### src/rtl/alu_if_pkg.sv
// ---------------------------------------------------------------------------
// alu_if_pkg
// Shared definitions for the UART command responder and its ALU:
//   - default data / opcode widths and the default inter-byte timeout
//   - the eight ALU opcodes
//   - the responder FSM state encoding and a helper that flags busy states
// Optional feature macro used by the top: ALU_IF_TIMEOUT_EN
// ---------------------------------------------------------------------------
package alu_if_pkg;

  localparam int SIZEDATA_DEFAULT       = 8;
  localparam int SIZEOP_DEFAULT         = 6;
  localparam int TIMEOUT_CYCLES_DEFAULT = 2_000_000;

  localparam logic [5:0] OPC_ADD = 6'b100000;
  localparam logic [5:0] OPC_SUB = 6'b100010;
  localparam logic [5:0] OPC_AND = 6'b100100;
  localparam logic [5:0] OPC_OR  = 6'b100101;
  localparam logic [5:0] OPC_XOR = 6'b100110;
  localparam logic [5:0] OPC_NOR = 6'b100111;
  localparam logic [5:0] OPC_SRA = 6'b000011;
  localparam logic [5:0] OPC_SRL = 6'b000010;

  localparam int STATE_W = 3;

  localparam logic [STATE_W-1:0] ST_WAIT_OP1 = 3'd0;
  localparam logic [STATE_W-1:0] ST_WAIT_OP2 = 3'd1;
  localparam logic [STATE_W-1:0] ST_WAIT_OPC = 3'd2;
  localparam logic [STATE_W-1:0] ST_EXEC     = 3'd3;
  localparam logic [STATE_W-1:0] ST_SEND     = 3'd4;
  localparam logic [STATE_W-1:0] ST_WAIT_TX  = 3'd5;

  // The responder is busy from the moment a full command is held until the
  // transmitter reports completion.
  function automatic logic isBusyState(input logic [STATE_W-1:0] state);
    return (state == ST_EXEC) || (state == ST_SEND) || (state == ST_WAIT_TX);
  endfunction

endpackage

### src/rtl/alu_uart_interface_alu.sv
// ---------------------------------------------------------------------------
// alu
// Purely combinational ALU used by alu_uart_interface.
// Ports:
//   op1_i     [SIZEDATA-1:0]  first operand (signed two's complement)
//   op2_i     [SIZEDATA-1:0]  second operand / unsigned shift amount
//   opcode_i  [SIZEOP-1:0]    operation select
//   result_o  [SIZEDATA-1:0]  result, wraps modulo 2^SIZEDATA
//   invalid_o                 high when opcode_i is not a known operation
// ---------------------------------------------------------------------------
module alu
  import alu_if_pkg::*;
#(
  parameter int SIZEDATA = SIZEDATA_DEFAULT,
  parameter int SIZEOP   = SIZEOP_DEFAULT
) (
  input  logic [SIZEDATA-1:0] op1_i,
  input  logic [SIZEDATA-1:0] op2_i,
  input  logic [SIZEOP-1:0]   opcode_i,
  output logic [SIZEDATA-1:0] result_o,
  output logic                invalid_o
);

  logic shiftSaturates;

  // Shift amounts of a full word or more collapse to the fill value rather
  // than relying on the simulator/synthesis treatment of oversized shifts.
  assign shiftSaturates = (op2_i >= SIZEDATA'(SIZEDATA));

  // Operation decode; unknown opcodes yield zero and raise the invalid flag.
  always_comb begin
    result_o  = '0;
    invalid_o = 1'b0;
    case (opcode_i)
      SIZEOP'(OPC_ADD): result_o = op1_i + op2_i;
      SIZEOP'(OPC_SUB): result_o = op1_i - op2_i;
      SIZEOP'(OPC_AND): result_o = op1_i & op2_i;
      SIZEOP'(OPC_OR):  result_o = op1_i | op2_i;
      SIZEOP'(OPC_XOR): result_o = op1_i ^ op2_i;
      SIZEOP'(OPC_NOR): result_o = ~(op1_i | op2_i);
      SIZEOP'(OPC_SRA): begin
        if (shiftSaturates) begin
          result_o = {SIZEDATA{op1_i[SIZEDATA-1]}};
        end else begin
          result_o = $signed(op1_i) >>> op2_i;
        end
      end
      SIZEOP'(OPC_SRL): begin
        if (shiftSaturates) begin
          result_o = '0;
        end else begin
          result_o = op1_i >> op2_i;
        end
      end
      default: invalid_o = 1'b1;
    endcase
  end

endmodule

### src/rtl/alu_uart_interface.sv
// ---------------------------------------------------------------------------
// alu_uart_interface
// Command responder between the UART core and an internal ALU. Collects
// operand 1, operand 2 and opcode bytes from the receiver, executes the
// operation, pulses the transmitter with the result and waits for transmit
// completion before accepting the next command.
// Ports:
//   i_clock      system clock, rising edge
//   i_reset      synchronous active-low reset
//   i_rx_done    receiver byte-complete flag (edge-detected here)
//   i_rx_data    received byte, valid when i_rx_done rises
//   i_tx_done    transmitter done flag (edge-detected here)
//   o_tx_signal  one-cycle transmit start pulse
//   o_tx_result  byte to transmit, held until the next command executes
//   o_busy       high while executing, sending or waiting for the transmitter
//   o_error      sticky invalid-opcode flag, cleared on operand-1 capture
// Optional feature: define ALU_IF_TIMEOUT_EN to drop a partial command when
// no byte arrives for TIMEOUT_CYCLES clocks while waiting for operand 2 or
// the opcode.
// ---------------------------------------------------------------------------
module alu_uart_interface
  import alu_if_pkg::*;
#(
  parameter int SIZEDATA       = SIZEDATA_DEFAULT,
  parameter int SIZEOP         = SIZEOP_DEFAULT,
  parameter int TIMEOUT_CYCLES = TIMEOUT_CYCLES_DEFAULT
) (
  input  logic                i_clock,
  input  logic                i_reset,
  input  logic                i_rx_done,
  input  logic [SIZEDATA-1:0] i_rx_data,
  input  logic                i_tx_done,
  output logic                o_tx_signal,
  output logic [SIZEDATA-1:0] o_tx_result,
  output logic                o_busy,
  output logic                o_error
);

  logic [STATE_W-1:0]  state_q, state_d;
  logic [SIZEDATA-1:0] op1_q, op1_d;
  logic [SIZEDATA-1:0] op2_q, op2_d;
  logic [SIZEOP-1:0]   opcode_q, opcode_d;
  logic [SIZEDATA-1:0] txResult_q, txResult_d;
  logic                error_q, error_d;
  logic                rxDonePrev_q;
  logic                txDonePrev_q;

  logic                rxAccept;
  logic                txRise;
  logic                timeoutHit;
  logic [SIZEDATA-1:0] aluResult;
  logic                aluInvalid;

  // Bytes and transmit completions are recognised on the rising edge of the
  // UART flags, so a flag held high for several cycles counts once.
  assign rxAccept = i_rx_done & ~rxDonePrev_q;
  assign txRise   = i_tx_done & ~txDonePrev_q;

  alu #(
    .SIZEDATA (SIZEDATA),
    .SIZEOP   (SIZEOP)
  ) u_alu (
    .op1_i     (op1_q),
    .op2_i     (op2_q),
    .opcode_i  (opcode_q),
    .result_o  (aluResult),
    .invalid_o (aluInvalid)
  );

`ifdef ALU_IF_TIMEOUT_EN
  localparam int CNT_W = (TIMEOUT_CYCLES > 1) ? $clog2(TIMEOUT_CYCLES) : 1;
  localparam logic [CNT_W-1:0] CNT_LAST = CNT_W'(TIMEOUT_CYCLES - 1);

  logic [CNT_W-1:0] timeoutCnt_q, timeoutCnt_d;
  logic             counting;

  assign counting   = (state_q == ST_WAIT_OP2) || (state_q == ST_WAIT_OPC);
  assign timeoutHit = counting && !rxAccept && (timeoutCnt_q == CNT_LAST);

  // Idle counter for a partially received command: it restarts on every
  // accepted byte and rests at zero outside the operand-2/opcode wait.
  always_comb begin
    timeoutCnt_d = '0;
    if (counting && !rxAccept && !timeoutHit) begin
      timeoutCnt_d = timeoutCnt_q + 1'b1;
    end
  end

  always_ff @(posedge i_clock) begin
    if (!i_reset) begin
      timeoutCnt_q <= '0;
    end else begin
      timeoutCnt_q <= timeoutCnt_d;
    end
  end
`else
  assign timeoutHit = 1'b0;
`endif

  // Command sequencing. Bytes arriving while busy fall through the case
  // without effect, which discards them.
  always_comb begin
    state_d    = state_q;
    op1_d      = op1_q;
    op2_d      = op2_q;
    opcode_d   = opcode_q;
    txResult_d = txResult_q;
    error_d    = error_q;
    case (state_q)
      ST_WAIT_OP1: begin
        if (rxAccept) begin
          op1_d   = i_rx_data;
          error_d = 1'b0;
          state_d = ST_WAIT_OP2;
        end
      end
      ST_WAIT_OP2: begin
        if (rxAccept) begin
          op2_d   = i_rx_data;
          state_d = ST_WAIT_OPC;
        end else if (timeoutHit) begin
          state_d = ST_WAIT_OP1;
        end
      end
      ST_WAIT_OPC: begin
        if (rxAccept) begin
          opcode_d = i_rx_data[SIZEOP-1:0];
          state_d  = ST_EXEC;
        end else if (timeoutHit) begin
          state_d = ST_WAIT_OP1;
        end
      end
      ST_EXEC: begin
        txResult_d = aluResult;
        if (aluInvalid) begin
          error_d = 1'b1;
        end
        state_d = ST_SEND;
      end
      ST_SEND: begin
        state_d = ST_WAIT_TX;
      end
      ST_WAIT_TX: begin
        if (txRise) begin
          state_d = ST_WAIT_OP1;
        end
      end
      default: begin
        state_d = ST_WAIT_OP1;
      end
    endcase
  end

  // State, data and edge-detect registers; reset wins over any event.
  always_ff @(posedge i_clock) begin
    if (!i_reset) begin
      state_q      <= ST_WAIT_OP1;
      op1_q        <= '0;
      op2_q        <= '0;
      opcode_q     <= '0;
      txResult_q   <= '0;
      error_q      <= 1'b0;
      rxDonePrev_q <= 1'b0;
      txDonePrev_q <= 1'b0;
    end else begin
      state_q      <= state_d;
      op1_q        <= op1_d;
      op2_q        <= op2_d;
      opcode_q     <= opcode_d;
      txResult_q   <= txResult_d;
      error_q      <= error_d;
      rxDonePrev_q <= i_rx_done;
      txDonePrev_q <= i_tx_done;
    end
  end

  assign o_tx_signal = (state_q == ST_SEND);
  assign o_tx_result = txResult_q;
  assign o_busy      = isBusyState(state_q);
  assign o_error     = error_q;

endmodule
### config.mk
export PLATFORM = sky130hd
export DESIGN_NAME = alu_uart_interface
export DESIGN_NICKNAME = d
export VERILOG_FILES = /design/src/rtl/alu_if_pkg.sv /design/src/rtl/alu_uart_interface_alu.sv /design/src/rtl/alu_uart_interface.sv
export SDC_FILE = /design/constraint.sdc
export NUM_CORES = 1
export LEC_CHECK = 0
export CAP_MARGIN = 0
export CORE_UTILIZATION = 60
export CTS_BUF_LIST = sky130_fd_sc_hd__clkbuf_4 sky130_fd_sc_hd__clkbuf_8
export DETAILED_ROUTE_END_ITERATION = 12
export HOLD_SLACK_MARGIN = 0.1
export PLACE_DENSITY = 0.92
export SLEW_MARGIN = 25
export SYNTH_ARGS = -nofsm -noshare
export SYNTH_HDL_FRONTEND = slang
export SYNTH_SLANG_ARGS = --single-unit
### constraint.sdc
create_clock -name i_clock -period 3.55 [get_ports i_clock]
set_input_delay 0.71 -clock i_clock [delete_from_list [all_inputs] [get_ports i_clock]]
set_output_delay 0.71 -clock i_clock [all_outputs]
set_load 0.005 [all_outputs]
==> impl_metrics.yaml, run 1 <==
status:
  violations: "design-rule violations"
  status: "complete, but fails checks"
route:
  wl_microns: 7500
  vias: 2615
  avgRoutedWirePerCell_microns: 17.8
  drtPass1Iterations: 9
  drtAntennaViolNets: 0
  drc_errors: 1
  vias_per_cell: 6.20
  drt-initial-drc-count: 198
place:
  gp_congestion: 0.955
  io_buffer_count: 22
  dp.cells: 415
  dp_hpwl_microns: 5740
synthesis:
  ys_ff_latch: 36
  synth_simple_gate_area_frac: 0.209
  synth_area_leader_cell: "dfxtp_1"
  ys_warn_count: 0
  syn-cell-area_sq_mm: 0.00287
  synth_top_family_by_area: "compound AO/OA/AOI/OAI gates"
  synth_top_area_share: 0.251
  synthAdderAreaFrac: 0.112
  synth-async-reset-ratio: 0
  ys_top_cells_by_area: "dfxtp_1 (25%), ha_1 (10%), mux2i_1 (6.6%), nor2b_1 (6.3%), a21oi_1 (4.0%)"
  synth_commonest_cells: "dfxtp_1 (36), nand2_1 (30), nor2b_1 (29)"
  avgSynthCellArea_sq_um: 8.04
  synth_nets: 394
  synth_cell_type_count: 49
  ys_seq_area_frac: 0.251
  synth_edf_count: 0
  synth_compound_area_frac: 0.214
  synth_ff_type: "dfxtp_1"
  synth.mux.area_fraction: 0.0898
  syn_inst: 357
  synth.most_common_cell: "dfxtp_1"
  synth_xor_area_frac: 0.0641
clocking:
  clockBufferDepth: 2
  cts-resized-gates: 0
  clk_pin_slew_ns: 0.08
  cts_tree: "done"
  htreeDepth: 2
  postCtsSetupRepairBufs: 0
  clock_latency_ns: 0.29
  cts-root-buf: "clkbuf_8"
  cts.sinks: 36
  ctsHoldBuffers: 0
  numCtsBuffers: 5
cells_and_area:
  nets: 407
  fin_cells: 422
  area.growth.synth_to_final_pct: 11.8
  layout-drive-gt1-share: 0.0541
  antennaDiodeCount: 0
sta:
  tns_ns: 0
  worst_pin_slew_ns: 0.510
  period_needed_ns: 2.89
  period_share: 0.815
  finalHoldViolCount: 0
  skew_ns: 0.00942
  max_freq_ghz: 0.346
  drv_slew: 0
  rsz0062_at_grt: "false"
  timing.slew.headroom: 0.656
  setup_violations: 0
floorplan:
  ioPinCount: 23
  num_rows: 24
  core_area_sq_mm: 0.00447
  die_h_microns: 71.2
  die_w_microns: 71.2
  die-area_sq_mm: 0.00507
  initial_core_util: 0.642
setup_path:
  start_kind: "register"
  critPathArrivalTime_ns: 3.08
  cp_slowest_cell: "dfxtp_1"
  path_class: "reg2reg"
  required_ns: 3.74
  crit_path_max_fanout: 7
  crit_chain: "nor3_1, nand3_1, a21oi_1, ha_1, nor2b_1, o21ai_0, o221ai_1, o31a_1, xnor2_1, a41o_1"
  max_stage_delay_ns: 0.35
  worst_setup_path_end_kind: "register"
global_route:
  globalRouteOverflowTotal: 0
  grt_pass1_vias: 2498
  met3_usage: 0.0655
  grtUsageMet1: 0.428
  track_usage: 0.323
  grt_pass1_wl_microns: 12600
  grt_start_max_net_pins: 32
  top_usage_layer: "met2"
  antenna_found_initial: 0
  use_met2: 0.524
pwr:
  p_total_mw: 1.04
  internal_power_mw: 0.701
  power_switching_mw: 0.335
  ir_drop_uv: 222
  power_density_mw_per_mm2: 323
  combPwrFrac: 0.289
  clkPwrFrac: 0.279
  share_seq_of_total_power: 0.432
  power.share.switching: 0.323
  power.leakage_nw: 1.24
min_path:
  hp-class: "reg2reg"
flow_run:
  cap_violations: 0
[power groups by stage]
| stage | logic [mW] | clock network, mW | registers (mW) |
|---|---|---|---|
| 6_report | 0.299 | 0.289 | 0.447 |
| 5_1_grt | 0.332 | 0.316 | 0.450 |
| 4_1_cts | 0.297 | 0.292 | 0.446 |
| 3_5_place_dp | 0.296 | 0 | 0.455 |
| 3_3_place_gp | 0.290 | 0 | 0.454 |
| 2_1_floorplan | 0.231 | 0 | 0.440 |
[metal layers]
layer  routed length (microns)  part of all wire
met5                         0                 0
met4                       167             0.022
met3                       463             0.062
met2                      3510              0.47
met1                      3360              0.45
[state kept, by name, indices dropped and copies added, names as in the netlist]
signal	cells
o_tx_result	8
op1_q	8
op2_q	8
opcode_q	6
state_q	3
o_error	1
rxDonePrev_q	1
txDonePrev_q	1
[cell usage in the layout (no fill, tap or decap), types with 3 or more instances in the layout]
cell             synthesis  routed
dfxtp_1                 36      36
nand2_1                 30      30
nor2b_1                 29      29
ha_1                    24      24
a21oi_1                 23      23
clkdlybuf4s50_1          0      22
inv_1                   21      21
o21ai_0                 20      20
mux2i_1                 19      19
nor2_1                  15      15
a211oi_1                14      14
xnor2_1                 12      12
nand3_1                  9       9
xor2_1                   9       9
and2_1                   8       8
a21boi_0                 8       8
buf_4                    0       8
nand2b_1                 6       6
nor3_1                   5       5
clkbuf_8                 0       5
nor4_1                   4       3
a31oi_1                  3       3
mux4_2                   3       3
o211ai_1                 3       3
[cell type report]
type / count / area (sq um)
multi-input cells: 276 / 1980
flip-flops and latches: 36 / 721
fillers: 355 / 1260
well taps: 52 / 65.1
inverters: 21 / 78.8
repair buffers: 30 / 280
clock buffers: 6 / 76.3
clock inverters: 1 / 5.00
[per-stage QoR]
stage | setup WS [ns] | cell area [sq um] | hold WS, ns | utilization
floorplan | 0.852 | 2870 | 0.456 | -
global placement | 0.758 | 3130 | 0.473 | 0.699
detailed placement | 0.708 | 3130 | 0.489 | 0.699
CTS | 0.694 | 3210 | 0.500 | 0.718
global route | 0.427 | 3210 | 0.527 | 0.718
finish | 0.657 | 3210 | 0.494 | 0.718
[kinds of logic (layout without fill, tap and decap cells)]
logic type	Yosys count	count (layout)
AND/OR/NAND/NOR	115	115
AO/OA/AOI/OAI	93	93
buffers and inverters	45	58
flip-flops	36	36
adder cells (fa/ha/maj)	25	25
multiplexers	22	22
XOR/XNOR	21	21
[critical path, delay by kind of cell, from the launching register on]
kind,cells,cell delay [ns]
compound gates,5,1.24
xor+xnor,1,0.13
fa+ha+maj,1,0.28
flops,1,0.35
simple gates,3,0.80
[path summary, 6_finish.rpt]
| kind | startpoint | to | slack [ns] | cells after the start |
|---|---|---|---|---|
| setup reg to reg | opcode_q[2] | o_tx_result[7] | 0.66 | 10 |
| setup / recovery | opcode_q[2] | o_tx_result[7] | 0.66 | 10 |
| hold / removal | opcode_q[3] | opcode_q[3] | 0.49 | 2 |
| hold reg to reg | opcode_q[3] | opcode_q[3] | 0.49 | 2 |
Power figures use the tool's default switching activity.
==> run 2, diff against run 1 <==
CORE_UTILIZATION = 55   (was 60)
PLACE_DENSITY = 0.89   (was 0.92)
clock period = 2.4 ns   (was 3.55 ns; I/O delays follow)
==> impl_metrics.yaml, run 2 (synthesis results as in run 1) <==
status:
  status: "complete, but fails checks"
  violations: "negative setup slack"
pwr:
  power.leakage_nw: 1.41
  ir_drop_uv: 432
  power_density_mw_per_mm2: 476
  p_total_mw: 1.71
clocking:
  htreeDepth: 2
  cts.sinks: 36
  numCtsBuffers: 5
  clk_pin_slew_ns: 0.08
  cts_tree: "done"
  cts-root-buf: "clkbuf_8"
  clock_latency_ns: 0.30
  clockBufferDepth: 2
  ctsHoldBuffers: 0
sta:
  period_needed_ns: 2.46
  max_freq_ghz: 0.407
  skew_ns: 0.00592
  finalHoldViolCount: 0
  rsz0062_at_grt: "true"
  setup_violations: 3
  period_share: 1.02
  worst_pin_slew_ns: 0.478
  timing.slew.headroom: 0.680
  setup_slack_ns: -0.0596
  drv_slew: 0
floorplan:
  die_h_microns: 74.3
  core_area_sq_mm: 0.00488
  ioPinCount: 23
  initial_core_util: 0.588
  die_w_microns: 74.3
  num_rows: 25
  die-area_sq_mm: 0.00551
setup_path:
  worst_setup_path_end_kind: "register"
  cp_slowest_cell: "dfxtp_4"
  cp_num_cells: 11
  r2r_start: "opcode_q[3]"
  crit_chain: "nor3_4, nand3_4, nor2_4, a21oi_4, ha_1, nor2b_1, o21ai_2, o221ai_2, o31a_1, xnor2_1, a41o_1"
  worstPathBufferInverterCount: 0
  reg2reg_slack_ns: -0.06
  start_kind: "register"
  path_delay_family: "compound AO/OA/AOI/OAI gates"
  max_stage_delay_ns: 0.36
  crit_path_max_fanout: 4
  path_class: "reg2reg"
  required_ns: 2.59
  rr_worst_depth: 11
  crit_end: "o_tx_result[7]"
  critPathArrivalTime_ns: 2.65
  reg2reg_to: "o_tx_result[7]"
  crit_start: "opcode_q[3]"
place:
  dp_slack_ns: -0.0309
  dp_hpwl_microns: 6230
  gp_congestion: 0.934
  io_buffer_count: 22
cells_and_area:
  layout-drive-gt1-share: 0.191
  area.growth.synth_to_final_pct: 25.3
  antennaDiodeCount: 0
  nets: 433
  final_core_util: 0.737
  final_common_cell: "dfxtp_1"
  final_cell_mix: "dfxtp_1 (34), buf_4 (32), nand2_1 (29)"
route:
  vias: 3029
  drc_errors: 0
  drt-initial-drc-count: 393
  drtPass1Iterations: 5
  drtAntennaViolNets: 0
  wl_microns: 9380
  avgRoutedWirePerCell_microns: 20.2
  vias_per_cell: 6.53
global_route:
  antenna_found_initial: 0
  grt_start_max_net_pins: 29
  globalRouteOverflowTotal: 0
  track_usage: 0.362
  grt_pass1_vias: 2986
  grt_pass1_wl_microns: 14800
min_path:
  hp-class: "reg2reg"
flow_run:
  cap_violations: 0
[run 2: area by class of cell]
type,count,area [sq um]
Tap cell,67,83.8
Timing Repair Buffer,56,483
Multi-Input combinational cell,276,2140
Sequential cell,36,726
Clock buffer,5,68.8
Fill cell,342,1280
Clock inverter,3,21.3
Inverter,21,78.8
[run 2: per-stage QoR]
| stage | cell area, sq um | TNS, ns | hold WS, ns | std cells |
|---|---|---|---|---|
| finish | 3600 | -0.106 | 0.552 | 464 |
| floorplan | 2900 | 0 | 0.467 | 357 |
| global route | 3600 | -0.460 | 0.582 | 464 |
| detailed placement | 3300 | -0.0309 | 0.498 | 448 |
| CTS | 3490 | -0.0257 | 0.508 | 461 |
| global placement | 3300 | 0 | 0.479 | 448 |
[run 2: worst min-delay path by stage]
stage,slack (ns),cells after the start,to,startpoint
2_1_floorplan,0.47,2,opcode_q[4],opcode_q[4]
3_3_place_gp,0.48,2,opcode_q[3],opcode_q[3]
3_5_place_dp,0.50,2,opcode_q[3],opcode_q[3]
4_1_cts,0.51,2,opcode_q[3],opcode_q[3]
5_1_grt,0.58,2,o_tx_result[5],o_tx_result[5]
6_report,0.55,2,o_tx_result[4],o_tx_result[4]
[run 2: worst min-delay path: cells and delay by family, from the launching register on]
family,cells,cell delay (ns)
AOI/OAI and AO/OA,2,0.19
DFF,1,0.33
[run 2: where the power goes]
part / leakage [nW] / internal, mW / switching, mW
logic: 1.07 / 0.283 / 0.323
registers: 0.294 / 0.617 / 0.0376
clock network: 0.0445 / 0.206 / 0.247
[run 2: what timing repair did]
item | CTS | global route
pin swaps | 12 | 25
endpoints found under the hold margin | 0 | 0
setup endpoints to repair | 3 | 6
buffers inserted | 5 | 3
gates resized for setup | 15 | 22
[run 2: layer usage]
metal | vias to the layer above | global-route usage | routed length (microns)
li1 | 1338 | - | -
met1 | 1393 | 0.437 | 3570
met2 | 218 | 0.567 | 4270
met3 | 80 | 0.0921 | 855
met4 | 0 | 0.247 | 689
met5 | - | 0 | 0
==> run 3, diff against run 2 <==
CORE_UTILIZATION = 60   (was 55)
PLACE_DENSITY = 0.92   (was 0.89)
clock period = 2.6 ns   (was 2.4 ns; I/O delays follow)
==> impl_metrics.yaml, run 3 (synthesis results as in run 1) <==
status:
  status: "complete, but fails checks"
  violations: "design-rule violations"
setup_path:
  worst_setup_path_end_kind: "register"
  critPathArrivalTime_ns: 2.68
  max_stage_delay_ns: 0.35
  cp_common_cell: "xnor2_1"
  path_class: "reg2reg"
  cp_slowest_cell: "ha_1"
  crit_chain: "nor3_2, buf_4, and2_1, a21oi_1, xnor2_1, ha_1, o21ai_1, o221ai_2, o31a_1, xnor2_1, a41o_1"
  start_kind: "register"
  required_ns: 2.79
  crit_path_max_fanout: 4
floorplan:
  ioPinCount: 23
  die-area_sq_mm: 0.00507
  num_rows: 24
  die_w_microns: 71.2
  initial_core_util: 0.642
  die_h_microns: 71.2
  core_area_sq_mm: 0.00447
pwr:
  power.leakage_nw: 1.33
  power_density_mw_per_mm2: 444
  ir_drop_uv: 471
clocking:
  cts-root-buf: "clkbuf_8"
  htreeDepth: 2
  cts.sinks: 36
  clockBufferDepth: 2
  clock_latency_ns: 0.29
  clk_pin_slew_ns: 0.08
  numCtsBuffers: 5
  ctsHoldBuffers: 0
  cts_tree: "done"
global_route:
  track_usage: 0.333
  grt_pass1_wl_microns: 13100
  grt_pass1_vias: 2711
  antenna_found_initial: 0
  globalRouteOverflowTotal: 0
  grt_start_max_net_pins: 31
place:
  dp_slack_ns: -0.000597
  gp_congestion: 0.975
  dp_hpwl_microns: 5990
  io_buffer_count: 22
cells_and_area:
  final_common_cell: "dfxtp_1"
  final_cell_mix: "dfxtp_1 (36), nand2_1 (30), nor2b_1 (28)"
  antennaDiodeCount: 0
  nets: 420
  area.growth.synth_to_final_pct: 17.0
  layout-drive-gt1-share: 0.109
sta:
  period_share: 0.955
  worst_pin_slew_ns: 0.486
  max_freq_ghz: 0.403
  skew_ns: 0.00476
  timing.slew.headroom: 0.676
  period_needed_ns: 2.48
  drv_slew: 0
  setup_slack_ns: 0.118
  hold_ws_ns: 0.513
  setup_violations: 0
  finalHoldViolCount: 0
route:
  avgRoutedWirePerCell_microns: 18.4
  drt-initial-drc-count: 241
  drtAntennaViolNets: 0
  wl_microns: 8000
  drtPass1Iterations: 9
  vias: 2750
  vias_per_cell: 6.31
  drc_errors: 3
flow_run:
  cap_violations: 0
min_path:
  hp-class: "reg2reg"
run 3: cell count changes in the layout (fill, tap and decap cells not counted), moves of 3 or more:
cell / before / now
a21oi_1: 16 / 22
a21oi_2: 5 / 1
buf_4: 32 / 21
o21ai_0: 16 / 19
run 3: repair_timing:
item / CTS / global route
gates resized for setup: 2 / 7
endpoints found under the setup margin: 1 / 3
setup buffers: 0 / 0
pin swaps: 1 / 1
run 3: path summary, 6_finish.rpt:
kind                            slack [ns]  cells past startpoint        start        endpoint
worst max-delay path                  0.12                     11  opcode_q[2]  o_tx_result[7]
worst min-delay path                  0.51                      2  opcode_q[4]     opcode_q[4]
worst max register to register        0.12                     11  opcode_q[2]  o_tx_result[7]
worst min register to register        0.51                      2  opcode_q[4]     opcode_q[4]
run 3: stage by stage:
step / cells / TNS [ns] / utilization / cell area [sq um] / power (mW)
after floorplan: 357 / 0 / - / 2870 / 0.917
after CTS: 436 / 0 / 0.745 / 3330 / 1.47
after global routing: 436 / -0.0294 / 0.751 / 3360 / 1.56
final: 436 / 0 / 0.751 / 3360 / 1.49
after global placement: 428 / 0 / 0.721 / 3230 / 1.03
after detailed placement: 428 / -0.000597 / 0.721 / 3230 / 1.04
run 3: layer usage:
layer  up-vias  GRT usage  part of all wire
li1       1312          -                 -
met1      1275      0.435              0.44
met2       131      0.535              0.46
met3        32     0.0698             0.072
met4         0      0.136             0.032
met5         -          0                 0
run 3: power breakdown:
part	switching, mW	internal [mW]
combinational	0.238	0.209
clock	0.224	0.217
sequential	0.0331	0.570
total	0.496	0.996
run 3: worst max-delay path: cells and delay by family (launching register included):
family                     cells  cell delay [ns]
AOI/OAI and AO/OA              5             0.89
adders and majority gates      1             0.35
xor gates and xnor gates       2             0.27
buffers and inverters          1             0.16
and+or+nand+nor                2             0.39
DFF                            1             0.33
run 3: layout make-up:
type	instances	area, sq um
multi-input combinational	276	2020
fill	311	1110
sequential	36	721
timing repair buffer	43	378
clock buffer	6	82.6
inverter	21	78.8
tap	52	65.1
clock inverter	2	13.8
==> patch, RTL diff (flow settings as in run 3) <==
Take the reset off `op1_q`, `op2_q` and `txResult_q` and load them in a clocked block of their own.
--- a/src/rtl/alu_uart_interface.sv
+++ b/src/rtl/alu_uart_interface.sv
@@ -155,23 +155,23 @@
   always_ff @(posedge i_clock) begin
     if (!i_reset) begin
       state_q      <= ST_WAIT_OP1;
-      op1_q        <= '0;
-      op2_q        <= '0;
       opcode_q     <= '0;
-      txResult_q   <= '0;
       error_q      <= 1'b0;
       rxDonePrev_q <= 1'b0;
       txDonePrev_q <= 1'b0;
     end else begin
       state_q      <= state_d;
-      op1_q        <= op1_d;
-      op2_q        <= op2_d;
       opcode_q     <= opcode_d;
-      txResult_q   <= txResult_d;
       error_q      <= error_d;
       rxDonePrev_q <= i_rx_done;
       txDonePrev_q <= i_tx_done;
     end
+  end
+
+  always_ff @(posedge i_clock) begin
+    op1_q      <= op1_d;
+    op2_q      <= op2_d;
+    txResult_q <= txResult_d;
   end
 
   assign o_tx_signal = (state_q == ST_SEND);
Behaviour: differs if i_reset is asserted again (counterexample within 10 cycles, from zero or initial values and one cycle with i_reset low); with i_reset held inactive, the same outputs for 10 cycles.
==> patch against run 3 <==
Synthesized area decreased by 3.8%. Wire length decreased by 13%. Cell area decreased by 3.0%. Power decreased by 11%. Die area decreased by 3.7%. Combinational power decreased by 45%. Via count decreased by 12%. Synthesized cell count decreased by 17%. Worst setup slack got worse by 0.059 ns. Fmax decreased by 2.3%. Sequential cell count unchanged.
==> patch: results (changes against run 3) <==
Clocking
  – Post-cts resize count: 1 (-1)
  – TritonCTS Buffers: 5 (unchanged)
  – Clk buf depth: 2 (unchanged)
  – Clock Latency Late Sink: 0.30 ns
  – Clk slew on worst S/H paths: 0.08 ns (about the same)
  – Post-CTS Setup Inserts: 0 (unchanged)

Hold path
  – Hold Startpoint: o_error$_SDFFE_PN0P_
  – Hold Crit Depth: 2 (unchanged)
  – Worst hold path class: flip-flop to flip-flop
  – Hold Crit Endpoint: o_error$_SDFFE_PN0P_

Power
  – Int Pwr: 946 uW (-5.0%)
  – Top power group: sequential cells
  – IR drop worst, VDD: 0.000336 V (-29%)
  – Sequential Power Share: 0.495 (+0.090)
  – Leakage power figure: 1.30 nW (-1.6%)
  – P_seq: 660 uW (+9.5%)
  – Comb pwr: 246 uW (-45%)

Logic synthesis
  – Synth top cells by count: 33 x nand2_1, 24 x edfxtp_1, 24 x ha_1
  – EDFF count, synth: 24 (+24)
  – Syn. warnings: 0 (unchanged)
  – Largest cells by area after synthesis: edfxtp_1 26%, ha_1 11%, dfxtp_1 8.7%, nand2_1 4.5%, mux2i_1 4.3%
  – Synthesized instance count: 297 (-17%)
  – Unique masters post-synth: 57 (+16%)
  – Post-Syn Nets: 334 (-15%)
  – Top FF cell, synth: edfxtp_1
  – Register area share after synthesis: 0.348 (+0.0968)

Detailed routing
  – WL final: 6.93 mm (-13%)
  – 1st-iter DRT viols: 263 (+9.1%)
  – Met3 WL: 436 um (-24%)
  – WL met1: 2.88 mm (-18%)
  – WL met2: 3.35 mm (-8.8%)
  – Via count: 2421 (-12%)
  – Top Metal Used: met4
  – First-pass DRT Iterations: 5 (-4)
  – DR WL/cell: 17.9 um (-2.4%)

Critical path
  – Internal reg-to-reg setup slack: 0.06 ns (-0.06 ns)
  – Reg2Reg Launch Point: opcode_q[5]$_SDFFE_PN0P_
  – Crit path DAT: 2.59 ns (-0.09 ns)
  – CP endpoint: o_tx_result[6]$_DFFE_PP_
  – R2R depth: 9 (-2)
  – Crit-path max FO: 6 (+2)
  – CP startpoint kind: flip-flop

Timing
  – Final min period: 2.54 ns (+0.0586 ns)
  – Slew at the pin closest to its max-slew limit: 0.427 ns (-0.0587 ns)
  – Hold WS: 0.504 ns (-0.00810 ns)
  – Clock skew: 0.00733 ns (+0.00257 ns)

Global route
  – Vias in the first global route: 2316 (-15%)
  – Largest net degree at the start of global routing: 19 (-39%)
  – All-layer global routing usage: 0.299 (-0.0340)
  – Global-route wire length before repair: 11.2 mm (-14%)

Placed design
  – Placer congestion estimate: 0.940 (-3.5%)
  – Area of placed instances: 3130 sq um (-2.9%)
  – DP Cell Count: 378 (-12%)
  – Dpl ws: 0.00666 ns (+0.00725 ns)
  – PortBufs: 22 (unchanged)
  – Post-DP HPWL: 5.23 mm (-13%)

Finish
  – Share of post-route cells with drive strength above 1: 0.146 (+0.0369)
  – Layout Nets: 371 (-12%)

Run status
  – Status: finished clean
[patch: logic make-up after synthesis]
| logic type | count (synthesis) | share of synthesized area |
|---|---|---|
| simple gates | 99 | 0.183 |
| buf+inv | 31 | 0.0471 |
| flops | 36 | 0.348 |
| compound gates | 68 | 0.170 |
| xor+xnor | 20 | 0.0634 |
| mux | 18 | 0.0734 |
| fa+ha+maj | 25 | 0.116 |
[patch: worst max-delay path: stages (launching register included)]
cell and delay, ns:
dfxtp_1 0.37, nor3b_2 0.20, and2_2 0.25, mux2i_2 0.12, fa_1 0.49, a211oi_2 0.29
o21bai_1 0.11, a21oi_1 0.19, xor2_1 0.17, o211ai_1 0.09
[patch: layout make-up]
cell class,count,area [sq um]
clock buffer,6,76.3
clock inverter,2,16.3
fill,305,1130
inverter,19,71.3
multi-input combinational,230,1700
sequential,36,961
tap,52,65.1
timing repair buffer,42,370
[patch: routing by layer]
layer	up-vias	GRT usage
met4	0	0.167
met3	24	0.0534
met5	-	0
met1	1139	0.371
li1	1144	-
met2	114	0.491
